File: config.mk
export PLATFORM = sky130hd
export DESIGN_NAME = load_store_unit
export DESIGN_NICKNAME = d
export VERILOG_FILES = /design/src/rtl/lsu_pkg.sv /design/src/rtl/load_align.sv /design/src/rtl/load_store_unit.sv
export SDC_FILE = /design/constraint.sdc
export NUM_CORES = 1
export LEC_CHECK = 0
export ABC_AREA = 1
export BUFFER_PORTS_ARGS = -buffer_cell sky130_fd_sc_hd__buf_4
export CAP_MARGIN = 10
export CORE_MARGIN = 4
export CORE_UTILIZATION = 49
export DETAILED_ROUTE_END_ITERATION = 8
export PLACE_DENSITY = 0.8
export SYNTH_ARGS = -nofsm -noshare
export SYNTH_HDL_FRONTEND = slang
export SYNTH_SLANG_ARGS = --single-unit
File: constraint.sdc
create_clock -name clk -period 2.1 [get_ports clk]
set_input_delay 0.315 -clock clk [delete_from_list [all_inputs] [get_ports clk]]
set_output_delay 0.315 -clock clk [all_outputs]
set_load 0.005 [all_outputs]
File: src/rtl/lsu_pkg.sv
// Shared types and constants for the load/store unit.
package lsu_pkg;

    typedef enum logic [1:0] {
        IDLE = 2'd0,
        BUSY = 2'd1,
        DONE = 2'd2
    } lsu_state_t;

    localparam logic [2:0] F3_B  = 3'b000;
    localparam logic [2:0] F3_H  = 3'b001;
    localparam logic [2:0] F3_W  = 3'b010;
    localparam logic [2:0] F3_BU = 3'b100;
    localparam logic [2:0] F3_HU = 3'b101;

    // size is funct3[1:0]: 00 byte, 01 half, otherwise word
    function automatic logic is_misaligned(input logic [1:0] size, input logic [1:0] off);
        case (size)
            2'b00:   return 1'b0;
            2'b01:   return off[0];
            default: return off != 2'b00;
        endcase
    endfunction

endpackage

File: src/rtl/load_align.sv
// Byte/half selection with sign or zero extension of a bus read word.
// The one-hot lane decode is also used by the store byte-enable logic.
module load_align
    import lsu_pkg::*;
(
    input  logic [31:0] m_rdata,
    input  logic [1:0]  addr_lo,
    input  logic [2:0]  funct3,
    output logic [31:0] data,
    output logic [3:0]  lane_oh
);

    logic [7:0]  sel_byte;
    logic [15:0] sel_half;

    // Lane select and extension by access width/sign
    always_comb begin
        lane_oh  = 4'b0001 << addr_lo;
        sel_byte = m_rdata[{addr_lo, 3'b000} +: 8];
        sel_half = addr_lo[1] ? m_rdata[31:16] : m_rdata[15:0];
        case (funct3)
            F3_B:    data = {{24{sel_byte[7]}}, sel_byte};
            F3_BU:   data = {24'h000000, sel_byte};
            F3_H:    data = {{16{sel_half[15]}}, sel_half};
            F3_HU:   data = {16'h0000, sel_half};
            default: data = m_rdata;
        endcase
    end

endmodule

File: src/rtl/load_store_unit.sv
// Multi-cycle load/store unit: req/ack bus master with store lane
// steering, load formatting, PC stall and bus timeout.
module load_store_unit
    import lsu_pkg::*;
#(
    parameter int unsigned TIMEOUT_CYCLES = 255
) (
    input  logic        clk,
    input  logic        rst,
    input  logic        mem_rd,
    input  logic        mem_wr,
    input  logic [2:0]  funct3,
    input  logic [31:0] addr,
    input  logic [31:0] wdata,
    output logic        stall,
    output logic [31:0] dmemout,
    output logic        done,
    output logic        misalign,
    output logic        err,
    output logic        m_req,
    output logic        m_we,
    output logic [31:0] m_addr,
    output logic [31:0] m_wdata,
    output logic [3:0]  m_be,
    input  logic        m_ack,
    input  logic [31:0] m_rdata
);

    localparam logic [7:0] TMO_LAST = 8'(TIMEOUT_CYCLES - 1);

    lsu_state_t  state;
    logic [7:0]  tmo_cnt;
    logic [1:0]  off_q;
    logic [2:0]  funct3_q;

    logic        req;
    logic        mis;
    logic        fire;
    logic [1:0]  off_sel;
    logic [2:0]  f3_sel;
    logic [31:0] fmt_data;
    logic [3:0]  lane_oh;
    logic [3:0]  be_next;
    logic [31:0] wdata_next;

    // One aligner serves both paths: live address in IDLE for the store
    // lane decode, captured address in BUSY for load formatting.
    load_align u_align (
        .m_rdata (m_rdata),
        .addr_lo (off_sel),
        .funct3  (f3_sel),
        .data    (fmt_data),
        .lane_oh (lane_oh)
    );

    // Request decode, IDLE-phase stall/misalign and store lane steering
    always_comb begin
        req      = mem_rd | mem_wr;
        mis      = is_misaligned(funct3[1:0], addr[1:0]);
        fire     = (state == IDLE) && !rst && req && !mis;
        misalign = (state == IDLE) && !rst && req && mis;
        stall    = fire || (state == BUSY);
        off_sel  = (state == IDLE) ? addr[1:0] : off_q;
        f3_sel   = (state == IDLE) ? funct3 : funct3_q;
        case (funct3[1:0])
            2'b00: begin
                be_next    = lane_oh;
                wdata_next = {4{wdata[7:0]}};
            end
            2'b01: begin
                be_next    = {{2{lane_oh[2]}}, {2{lane_oh[0]}}};
                wdata_next = {2{wdata[15:0]}};
            end
            default: begin
                be_next    = 4'b1111;
                wdata_next = wdata;
            end
        endcase
    end

    // Transaction FSM with registered bus, result and status outputs
    always_ff @(posedge clk) begin
        if (rst) begin
            state    <= IDLE;
            tmo_cnt  <= '0;
            off_q    <= '0;
            funct3_q <= '0;
            m_req    <= 1'b0;
            m_we     <= 1'b0;
            m_addr   <= '0;
            m_wdata  <= '0;
            m_be     <= '0;
            dmemout  <= '0;
            done     <= 1'b0;
            err      <= 1'b0;
        end else begin
            case (state)
                IDLE: begin
                    done    <= 1'b0;
                    err     <= 1'b0;
                    dmemout <= '0;
                    if (fire) begin
                        state    <= BUSY;
                        tmo_cnt  <= '0;
                        off_q    <= addr[1:0];
                        funct3_q <= funct3;
                        m_req    <= 1'b1;
                        m_we     <= !mem_rd;
                        m_addr   <= {addr[31:2], 2'b00};
                        m_be     <= be_next;
                        m_wdata  <= wdata_next;
                    end
                end
                BUSY: begin
                    if (m_ack) begin
                        state   <= DONE;
                        m_req   <= 1'b0;
                        done    <= 1'b1;
                        dmemout <= m_we ? '0 : fmt_data;
                    end else if (tmo_cnt == TMO_LAST) begin
                        state   <= DONE;
                        m_req   <= 1'b0;
                        done    <= 1'b1;
                        err     <= 1'b1;
                        dmemout <= '0;
                    end else begin
                        tmo_cnt <= tmo_cnt + 8'd1;
                    end
                end
                DONE: begin
                    state   <= IDLE;
                    done    <= 1'b0;
                    err     <= 1'b0;
                    dmemout <= '0;
                    m_we    <= 1'b0;
                    m_addr  <= '0;
                    m_wdata <= '0;
                    m_be    <= '0;
                end
                default: state <= IDLE;
            endcase
        end
    end

endmodule

==> results.ini, run 1 <==
[sta]
tightest_slew_ns=0.7777
fmax_mhz=529.7
setup_viol=0
period_minus_slack_ns=1.888
clock_skew_ns=0.004738
fin_tns_setup_ns=0
maxSlewHeadroom_pct=48.16
rsz0062_at_grt=false
hold-worst-slack_ns=0.1597
fin_crit_sh_pct=89.91
finalHoldViolations=0
drv_slew=0

[route]
wire_per_inst_um=14.22
drtAntennaViolNets=0
first_pass_iters=5
drt_iter0_drc=453
num_vias=5984
drc=0
routed_wl_mm=16.70
viasPerCell=5.097

[clock_tree]
cts_hold_buf=0
cts.sinks=117
cts_resized=0
cts_buffers=17
cts_setup_buffers=0
clk_pin_slew_ns=0.05
h-tree-depth=4
clk_latency_ns=0.41
cts.path.max_buffers=2
cts_tree=yes
clock-root-buffer=clkbuf_16

[floorplanning]
ios=210
initial_core_util_pct=50.63
row_count=38
die_height_um=114.3
die-area_um2=13060
core-area_um2=10940
die_w_um=114.3

[run_status]
outcome=finished clean

[synthesis]
yosysTopAreaCell=dfxtp_1
yosysMostFrequentCell=nand2_1
syn_area_um2=5537
synth_area_per_cell_um2=6.719
syn_inst=824
yosysSeqAreaShare_pct=42.31
synth_area_leaders=dfxtp_1, nand2_1, a21oi_1, inv_1, o21ai_0
synth_edf_count=0
async_flop_share_pct=0
ys_top_cells_by_count=nand2_1, a21oi_1, dfxtp_1
yosysTopAreaCellShare_pct=42.31
ys_warn_count=0
synth-main-ff-cell=dfxtp_1
synth_cell_types=35
ys_ff_latch=117

[flow_run]
drv_cap=0

[final_layout]
nFillCells=953
finalNetCount=1127
final_core_util_pct=71.00
final_layout_size_suffix_gt1_share_pct=27.08
antenna_cells=0
flow.area_growth_from_synthesis_pct=40.23

[critical_path]
worstSetupStartpointType=flip-flop
cp_data_arrival_time_ns=1.57
crit_path_end_kind=output port
crit_required_ns=1.78
cp_slowest_cell=dfxtp_1
cp_max_fo=9
cp_cell_sequence=inv_2, nand2_4, nor3_1, nand2_2, nand2_1, buf_4
slowest_delay_ns=0.36
crit_type=flip-flop to output port

[min_path]
hp-class=primary input to flip-flop

[global_route]
antenna_found_initial=0
overflow=0
grt_usage_pct=25.41
grt_pass1_wl_mm=26.48
grt_pass1_vias=5472
grt_max_degree=76

[place]
gp_congestion=0.8737
io_buffers=207
dpl.hpwl_mm=12.07

[power]
powerDensity_nw_per_um2=778.8
ir_drop_mv=0.4479
p_leak_nw=3.740

==> cells by family after synthesis <==
family | count (synthesis) | synth area share, %
xor+xnor | 4 | 0.6329
fa+ha+maj | 2 | 0.4519
flops | 117 | 42.31
compound gates | 188 | 17.88
other cells | 1 | 0.06773
buf+inv | 137 | 10.15
simple gates | 375 | 28.52
==> worst max-delay path: cells and delay by family (launching register included) <==
family	cells	cell delay (ns)
flops	1	0.36
simple gates	4	0.55
buf+inv	2	0.25
==> cell type report <==
class | instances | area (µm²) | share of cell area [%]
multi-input combinational | 571 | 2648 | 34.10
sequential | 117 | 2342 | 30.17
clock buffer | 20 | 466.7 | 6.011
inverter | 91 | 341.6 | 4.400
timing repair buffer | 223 | 1687 | 21.72
tap | 140 | 175.2 | 2.256
clock inverter | 12 | 103.9 | 1.338
==> registers in the layout, summed over array words and instances, names as in the netlist, 2 cells and up <==
register / cells
m_wdata: 32
m_be: 4
m_addr: 30
off_q: 2
tmo_cnt: 8
funct3_q: 3
dmemout: 32
state: 2
==> per-stage QoR <==
stage	worst slack, ns	area, µm²	power (mW)	instances
global route	0.05245	7764	6.327	1174
finish	0.2120	7764	6.046	1174
floorplan	0.5628	5540	2.913	825
global placement	0.2883	7193	3.326	1142
CTS	0.1796	7764	6.084	1174
detailed placement	0.1915	7193	3.333	1142
==> worst paths after layout <==
check | from | to | slack, ns | cells after the start
setup / recovery | state[1]$_SDFFE_PP0P_ | stall | 0.21 | 6
hold / removal | addr[21] | m_addr[21]$_SDFFE_PP0P_ | 0.16 | 3
setup reg to reg | state[1]$_SDFFE_PP0P_ | dmemout[23]$_SDFFE_PP0P_ | 0.23 | 9
hold reg to reg | funct3_q[2]$_SDFFE_PP0P_ | funct3_q[2]$_SDFFE_PP0P_ | 0.44 | 2
==> report_power, final <==
| part | total (mW) | switching [mW] | internal [mW] |
|---|---|---|---|
| Sequential | 2.36 | 0.0481 | 2.31 |
| Clock | 2.75 | 1.04 | 1.71 |
| Combinational | 0.936 | 0.531 | 0.405 |
| Total | 6.05 | 1.62 | 4.42 |
==> metal layers <==
metal | vias up | part of all wire, % | wire length (µm) | track usage [%]
li1 | 3021 | - | - | -
met1 | 2673 | 40 | 6746 | 30.99
met2 | 261 | 47 | 7914 | 40.55
met3 | 29 | 11 | 1774 | 10.78
met4 | 0 | 1.6 | 265 | 8.314
met5 | - | 0 | 0 | 0
==> placed cells by master (no fill, tap or decap), drive strengths merged, types with 2 or more instances in the layout <==
master and n:
nand3 39, or2 3, o22ai 8, ha 2
nand3b 6, nor3 4, xor2 3, nand2 297
clkinvlp 6, o21ai 50, clkbuf 20, o211ai 9
buf 223, conb 2, clkinv 5, a21oi 119
inv 91, nor2 22, dfxtp 117, nand4 3
No activity file was read; power rests on OpenSTA's default activity.
==> run 2: changes to the inputs <==
--- a/config.mk
+++ b/config.mk
@@ -10,6 +10,7 @@
 export CAP_MARGIN = 10
 export CORE_MARGIN = 4
 export CORE_UTILIZATION = 49
+export CTS_BUF_LIST = sky130_fd_sc_hd__clkbuf_16
 export DETAILED_ROUTE_END_ITERATION = 8
 export PLACE_DENSITY = 0.8
 export SYNTH_ARGS = -nofsm -noshare
==> run 2 against run 1 <==
Effect of this change: clock-buffer cell count decreased by 3; sequential share of layout area grew 0.12 points; final cell count stayed put; critical path depth unchanged; wire length grew 0.31%.
==> results.ini, run 2 (synthesized netlist as in run 1, its figures left out) <==
[route]
wire_per_inst_um=14.27  ; +0.31%
drt_iter0_drc=414  ; -8.6%
drc=0  ; unchanged
num_vias=5959  ; -0.42%
routed_wl_mm=16.75  ; +0.31%
viasPerCell=5.076  ; -0.42%
drtAntennaViolNets=0  ; unchanged
first_pass_iters=5  ; unchanged

[place]
gp_congestion=0.8737  ; unchanged
dp_slack_ns=0.1915  ; unchanged
io_buffers=207  ; unchanged
dp.cells=1142  ; unchanged
dpl.hpwl_mm=12.07  ; unchanged

[sta]
fin_tns_setup_ns=0  ; unchanged
rsz0062_at_grt=false
setup_viol=0  ; unchanged
clock_skew_ns=0.005290  ; +0.0005516 ns
finalHoldViolations=0  ; unchanged
maxSlewHeadroom_pct=48.02  ; -0.14 points
setup_ws_ns=0.2080  ; -0.003968 ns
fmax_mhz=528.5  ; -0.21%
tightest_slew_ns=0.7797  ; +0.002064 ns
drv_slew=0  ; unchanged
fin_crit_sh_pct=90.09  ; +0.19 points
period_minus_slack_ns=1.892  ; +0.003968 ns

[clock_tree]
cts.path.max_buffers=2  ; unchanged
cts.sinks=117  ; unchanged
h-tree-depth=4  ; unchanged
cts_tree=yes
cts_hold_buf=0  ; unchanged
cts_resized=0  ; unchanged
clk_pin_slew_ns=0.05  ; about the same
clock-root-buffer=clkbuf_16
cts_buffers=17  ; unchanged
cts_setup_buffers=0  ; unchanged
clk_latency_ns=0.41  ; about the same

[final_layout]
nFillCells=955  ; +0.21%
finalNetCount=1127  ; unchanged
antenna_cells=0  ; unchanged
fin_cells=1174  ; unchanged
final_layout_size_suffix_gt1_share_pct=26.79  ; -0.29 points
reg_top3=dmemout: 32 flops, m_wdata: 32 flops, m_addr: 30 flops
flow.area_growth_from_synthesis_pct=39.68
most-common-layout-cells=nand2_1, buf_4, a21oi_1
final_common_cell=nand2_1

[global_route]
grt_usage_pct=25.34  ; -0.078 points
use_met3_pct=10.62  ; -0.16 points
grt_pass1_vias=5512  ; +0.73%
overflow=0  ; unchanged
gr-max-usage-layer=met2
grt_max_degree=76  ; unchanged
antenna_found_initial=0  ; unchanged
grt_pass1_wl_mm=26.48  ; unchanged
use_met2_pct=40.71  ; +0.16 points
met1_usage_pct=30.82  ; -0.16 points

[critical_path]
reg2reg_depth=9  ; unchanged
worstSetupStartpointType=flip-flop
slowest_delay_ns=0.36  ; about the same
cp_data_arrival_time_ns=1.58  ; about the same
reg2reg_to=dmemout[23]$_SDFFE_PP0P_
crit_path_end_kind=output port
cp_slowest_cell=dfxtp_1
crit_required_ns=1.78  ; about the same
ff2ff_setup_slack_ns=0.24  ; about the same
reg2reg_from=state[0]$_SDFFE_PP0P_
cp_cell_sequence=inv_2, nand2_4, nor3_1, nand2_2, nand2_1, buf_4
cp_max_fo=9  ; unchanged
crit_type=flip-flop to output port

[power]
p_leak_nw=3.724  ; -0.45%
ir_drop_mv=0.4466  ; -0.30%
powerDensity_nw_per_um2=767.2  ; -1.5%

[min_path]
hold_end=m_addr[21]$_SDFFE_PP0P_
worstHoldStart=addr[21]
hp-class=primary input to flip-flop
min_path_cells=3  ; unchanged

[floorplanning]
initial_core_util_pct=50.63  ; unchanged
ios=210  ; unchanged
die_height_um=114.3  ; unchanged
core-area_um2=10940  ; unchanged
row_count=38  ; unchanged
die_w_um=114.3  ; unchanged
die-area_um2=13060  ; unchanged

[run_status]
outcome=finished clean

[flow_run]
drv_cap=0  ; unchanged

==> run 2: per-layer routing <==
layer | wire length [µm] | part of all wire, % | vias to the layer above
met4 | 237 | 1.4 | 0
li1 | - | - | 3022
met5 | 0 | 0 | -
met1 | 6928 | 41 | 2696
met3 | 1636 | 9.8 | 23
met2 | 7949 | 47 | 218
==> run 2: metrics by stage <==
step	hold slack [ns]	utilization, %	power, mW	instance area, µm²
floorplan	0.4248	-	2.913	5540
global placement	0.4407	65.78	3.326	7193
detailed placement	0.4431	65.78	3.333	7193
CTS	0.1500	70.72	5.969	7734
global route	0.1547	70.72	6.212	7734
finish	0.1587	70.72	5.933	7734
==> run 2: final cells by class <==
cell class	count	area [µm²]	share of cell area, %
clock buffer	17	425.4	5.501
clock inverter	15	115.1	1.488
inverter	91	341.6	4.417
multi-input combinational	571	2648	34.23
sequential	117	2342	30.29
tap	140	175.2	2.265
timing repair buffer	223	1687	21.81
==> run 2: critical path: cells and delay by family, from the launching register on <==
| family | cells | cell delay [ns] |
|---|---|---|
| flip-flops | 1 | 0.36 |
| buffers and inverters | 2 | 0.25 |
| AND/OR/NAND/NOR | 4 | 0.55 |
==> run 2: how the worst max path moves through the flow <==
stage	depth (start not counted)	endpoint	slack, ns	start
3_5_place_dp	9	m_wdata[22]$_SDFFE_PP0P_	0.19	funct3[0]
6_report	6	stall	0.21	state[1]$_SDFFE_PP0P_
2_1_floorplan	11	dmemout[16]$_SDFFE_PP0P_	0.56	state[0]$_SDFFE_PP0P_
4_1_cts	6	stall	0.18	state[1]$_SDFFE_PP0P_
5_1_grt	9	dmemout[17]$_SDFFE_PP0P_	0.05	state[1]$_SDFFE_PP0P_
3_3_place_gp	9	m_be[3]$_SDFFE_PP0P_	0.29	funct3[0]
==> run 2: power by group <==
group	leakage (nW)	internal, mW	switching, mW	total, mW
clock network	0.249	1.60	1.04	2.64
registers	0.950	2.31	0.0484	2.36
logic	2.52	0.405	0.532	0.938
total	3.72	4.31	1.62	5.93
==> run 3: changes to the inputs <==
--- a/config.mk
+++ b/config.mk
@@ -6,13 +6,13 @@
 export NUM_CORES = 1
 export LEC_CHECK = 0
 export ABC_AREA = 1
-export BUFFER_PORTS_ARGS = -buffer_cell sky130_fd_sc_hd__buf_4
-export CAP_MARGIN = 10
+export CAP_MARGIN = 0
 export CORE_MARGIN = 4
-export CORE_UTILIZATION = 49
+export CORE_UTILIZATION = 63
 export CTS_BUF_LIST = sky130_fd_sc_hd__clkbuf_16
 export DETAILED_ROUTE_END_ITERATION = 8
-export PLACE_DENSITY = 0.8
+export DONT_BUFFER_PORTS = 1
+export PLACE_DENSITY = 0.79
 export SYNTH_ARGS = -nofsm -noshare
 export SYNTH_HDL_FRONTEND = slang
 export SYNTH_SLANG_ARGS = --single-unit
==> run 3 against run 2 <==
Effect of this change: fmax is 3.3% lower; via count shrank 9.9%; clock power is 5% higher; highest routed layer unchanged; worst hold slack got worse by 0.12 ns; wire length decreased by 5.5%; first-iteration DRC count fell by 48%; global-route usage grew 4.8 points; register-to-register slack got worse by 0.097 ns; largest power group unchanged; die area fell by 21%; final cell count is 21% lower.
==> results.ini, run 3 (synthesized netlist as in run 1, its figures left out) <==
[power]
power.total_mw=5.815  ; -2.0%
p_clk_share_pct=47.8  ; +3.3 points
p_leak_nw=2.711  ; -27%
ir_drop_mv=0.6452  ; +44%
switching_share_pct=28.31  ; +1.0 points
power.internal_mw=4.169  ; -3.4%
p_seq_share_pct=40.9  ; +1.2 points
switchingPower_mw=1.646  ; +1.7%
powerDensity_nw_per_um2=932.8  ; +22%
comb_power_share_pct=11.2  ; -4.6 points

[global_route]
grt_pass1_wl_mm=24.70  ; -6.7%
antenna_found_initial=0  ; unchanged
grt_usage_pct=30.14  ; +4.8 points
grt_pass1_vias=5049  ; -8.4%
grt_max_degree=110  ; +45%
overflow=0  ; unchanged

[sta]
rsz0062_at_grt=false
fin_tns_setup_ns=0  ; unchanged
drv_slew=0  ; unchanged
period_minus_slack_ns=1.957  ; +0.06551 ns
clock_skew_ns=0.007643  ; +0.002354 ns
maxSlewHeadroom_pct=51.23  ; +3.2 points
finalHoldViolations=0  ; unchanged
setup_viol=0  ; unchanged
tightest_slew_ns=0.7314  ; -0.04828 ns
fin_crit_sh_pct=93.21  ; +3.1 points
fmax_mhz=510.9  ; -3.3%

[min_path]
hp-class=primary input to flip-flop
worstHoldStart=addr[17]
min_path_cells=2  ; -1
hold_end=m_addr[17]$_SDFFE_PP0P_

[critical_path]
worstSetupStartpointType=flip-flop
crit_type=flip-flop to flip-flop
ff2ff_setup_slack_ns=0.14  ; -0.10 ns
cp_max_fo=10  ; +1
cp_data_arrival_time_ns=2.31  ; +0.73 ns
crit_required_ns=2.46  ; +0.68 ns
reg2reg_to=m_req$_SDFFE_PP0P_
crit_path_end_kind=flip-flop
reg2reg_from=state[1]$_SDFFE_PP0P_
reg2reg_depth=8  ; -1

[route]
drc=0  ; unchanged
routed_wl_mm=15.83  ; -5.5%
viasPerCell=5.764  ; +14%
num_vias=5372  ; -9.9%
drt_iter0_drc=216  ; -48%
first_pass_iters=5  ; unchanged
wire_per_inst_um=16.99  ; +19%
drtAntennaViolNets=0  ; unchanged

[floorplanning]
core-area_um2=8382  ; -23%
row_count=33  ; -13%
ios=210  ; unchanged
die_height_um=101.7  ; -11%
initial_core_util_pct=66.05  ; +15 points
die_w_um=101.7  ; -11%
die-area_um2=10350  ; -21%

[place]
gp_congestion=1.047  ; +20%
io_buffers=0  ; -100%
dp.cells=894  ; -22%
dpl.hpwl_mm=10.88  ; -9.9%

[clock_tree]
cts_setup_buffers=0  ; unchanged
cts.sinks=117  ; unchanged
cts.path.max_buffers=2  ; unchanged
clock-root-buffer=clkbuf_16
clk_pin_slew_ns=0.06  ; about the same
clk_latency_ns=0.42  ; about the same
h-tree-depth=4  ; unchanged
cts_tree=yes
cts_buffers=17  ; unchanged

[final_layout]
flow.area_growth_from_synthesis_pct=12.59
final_common_cell=nand2_1
most-common-layout-cells=nand2_1, a21oi_1, dfxtp_1
fin_cells=932  ; -21%
final_layout_size_suffix_gt1_share_pct=8.475  ; -18 points
reg_top3=dmemout: 32 flops, m_wdata: 32 flops, m_addr: 30 flops
finalNetCount=919  ; -18%

[flow_run]
drv_cap=0  ; unchanged

[run_status]
outcome=finished clean

[run 3: cell count changes in the layout (fill, tap and decap cells not counted), moves of 2 or more]
| cell | delta |
|---|---|
| buf_12 | +3 |
| buf_4 | -215 |
| clkinv_1 | -3 |
| clkinv_2 | -2 |
| clkinv_4 | +4 |
| clkinvlp_4 | -4 |
| dlygate4sd3_1 | +3 |
| inv_6 | +5 |
[run 3: power by group through the flow]
stage | Combinational (mW) | Clock [mW] | Sequential (mW)
2_1_floorplan | 0.509 | 0 | 2.40
3_3_place_gp | 0.576 | 0 | 2.43
3_5_place_dp | 0.591 | 0 | 2.43
4_1_cts | 0.599 | 2.80 | 2.38
5_1_grt | 0.736 | 2.94 | 2.39
6_report | 0.653 | 2.78 | 2.38
[run 3: repair_timing]
item / in CTS / in global routing
hold buffers: 2 / 3
resized for setup: 0 / 3
setup endpoints to repair: 0 / 4
hold endpoints to repair: 106 / 71
[run 3: worst max-delay path by stage]
stage / from / endpoint / slack, ns / depth (start not counted)
3_5_place_dp: state[1]$_SDFFE_PP0P_ / tmo_cnt[5]$_SDFFE_PP0P_ / 0.20 / 8
5_1_grt: state[1]$_SDFFE_PP0P_ / m_req$_SDFFE_PP0P_ / 0.02 / 8
6_report: state[1]$_SDFFE_PP0P_ / m_req$_SDFFE_PP0P_ / 0.14 / 8
2_1_floorplan: state[0]$_SDFFE_PP0P_ / dmemout[16]$_SDFFE_PP0P_ / 0.56 / 11
3_3_place_gp: state[1]$_SDFFE_PP0P_ / tmo_cnt[7]$_SDFFE_PP0P_ / 0.28 / 8
4_1_cts: state[1]$_SDFFE_PP0P_ / m_req$_SDFFE_PP0P_ / 0.09 / 8
[run 3: critical path, cell delays in order, from the launching register on]
cell           delay, ns
dfxtp_1             0.36
inv_2               0.14
nand2_4             0.09
nor3_1              0.18
nand2_2             0.18
inv_6               0.16
nor2_1              0.05
a211oi_1            0.16
dlygate4sd3_1       0.57
[run 3: layout make-up]
type,count,area (µm²)
antenna,1,2.502
clock buffer,17,425.4
clock inverter,15,145.1
fill,689,2148
inverter,91,346.6
multi-input combinational,571,2650
sequential,117,2342
tap,105,131.4
timing repair buffer,15,190.2
[run 3: routing by layer]
metal  vias up  wire length, µm  track usage [%]
li1       2603                -                -
met1      2452             5819            34.25
met2       284             7636            49.60
met3        33             1978            13.77
met4         0              396            11.45
met5         -                0                0
[run 3: stage by stage]
step                hold WS, ns  cell area, µm²  util (%)  setup slack [ns]
floorplan                0.4248            5540         -            0.5628
global placement         0.3916            5575     66.52            0.2813
detailed placement       0.3947            5575     66.52            0.1991
CTS                    -0.04039            6166     73.56           0.08640
global route            0.03607            6231     74.34           0.01648
finish                  0.04200            6233     74.37            0.1425
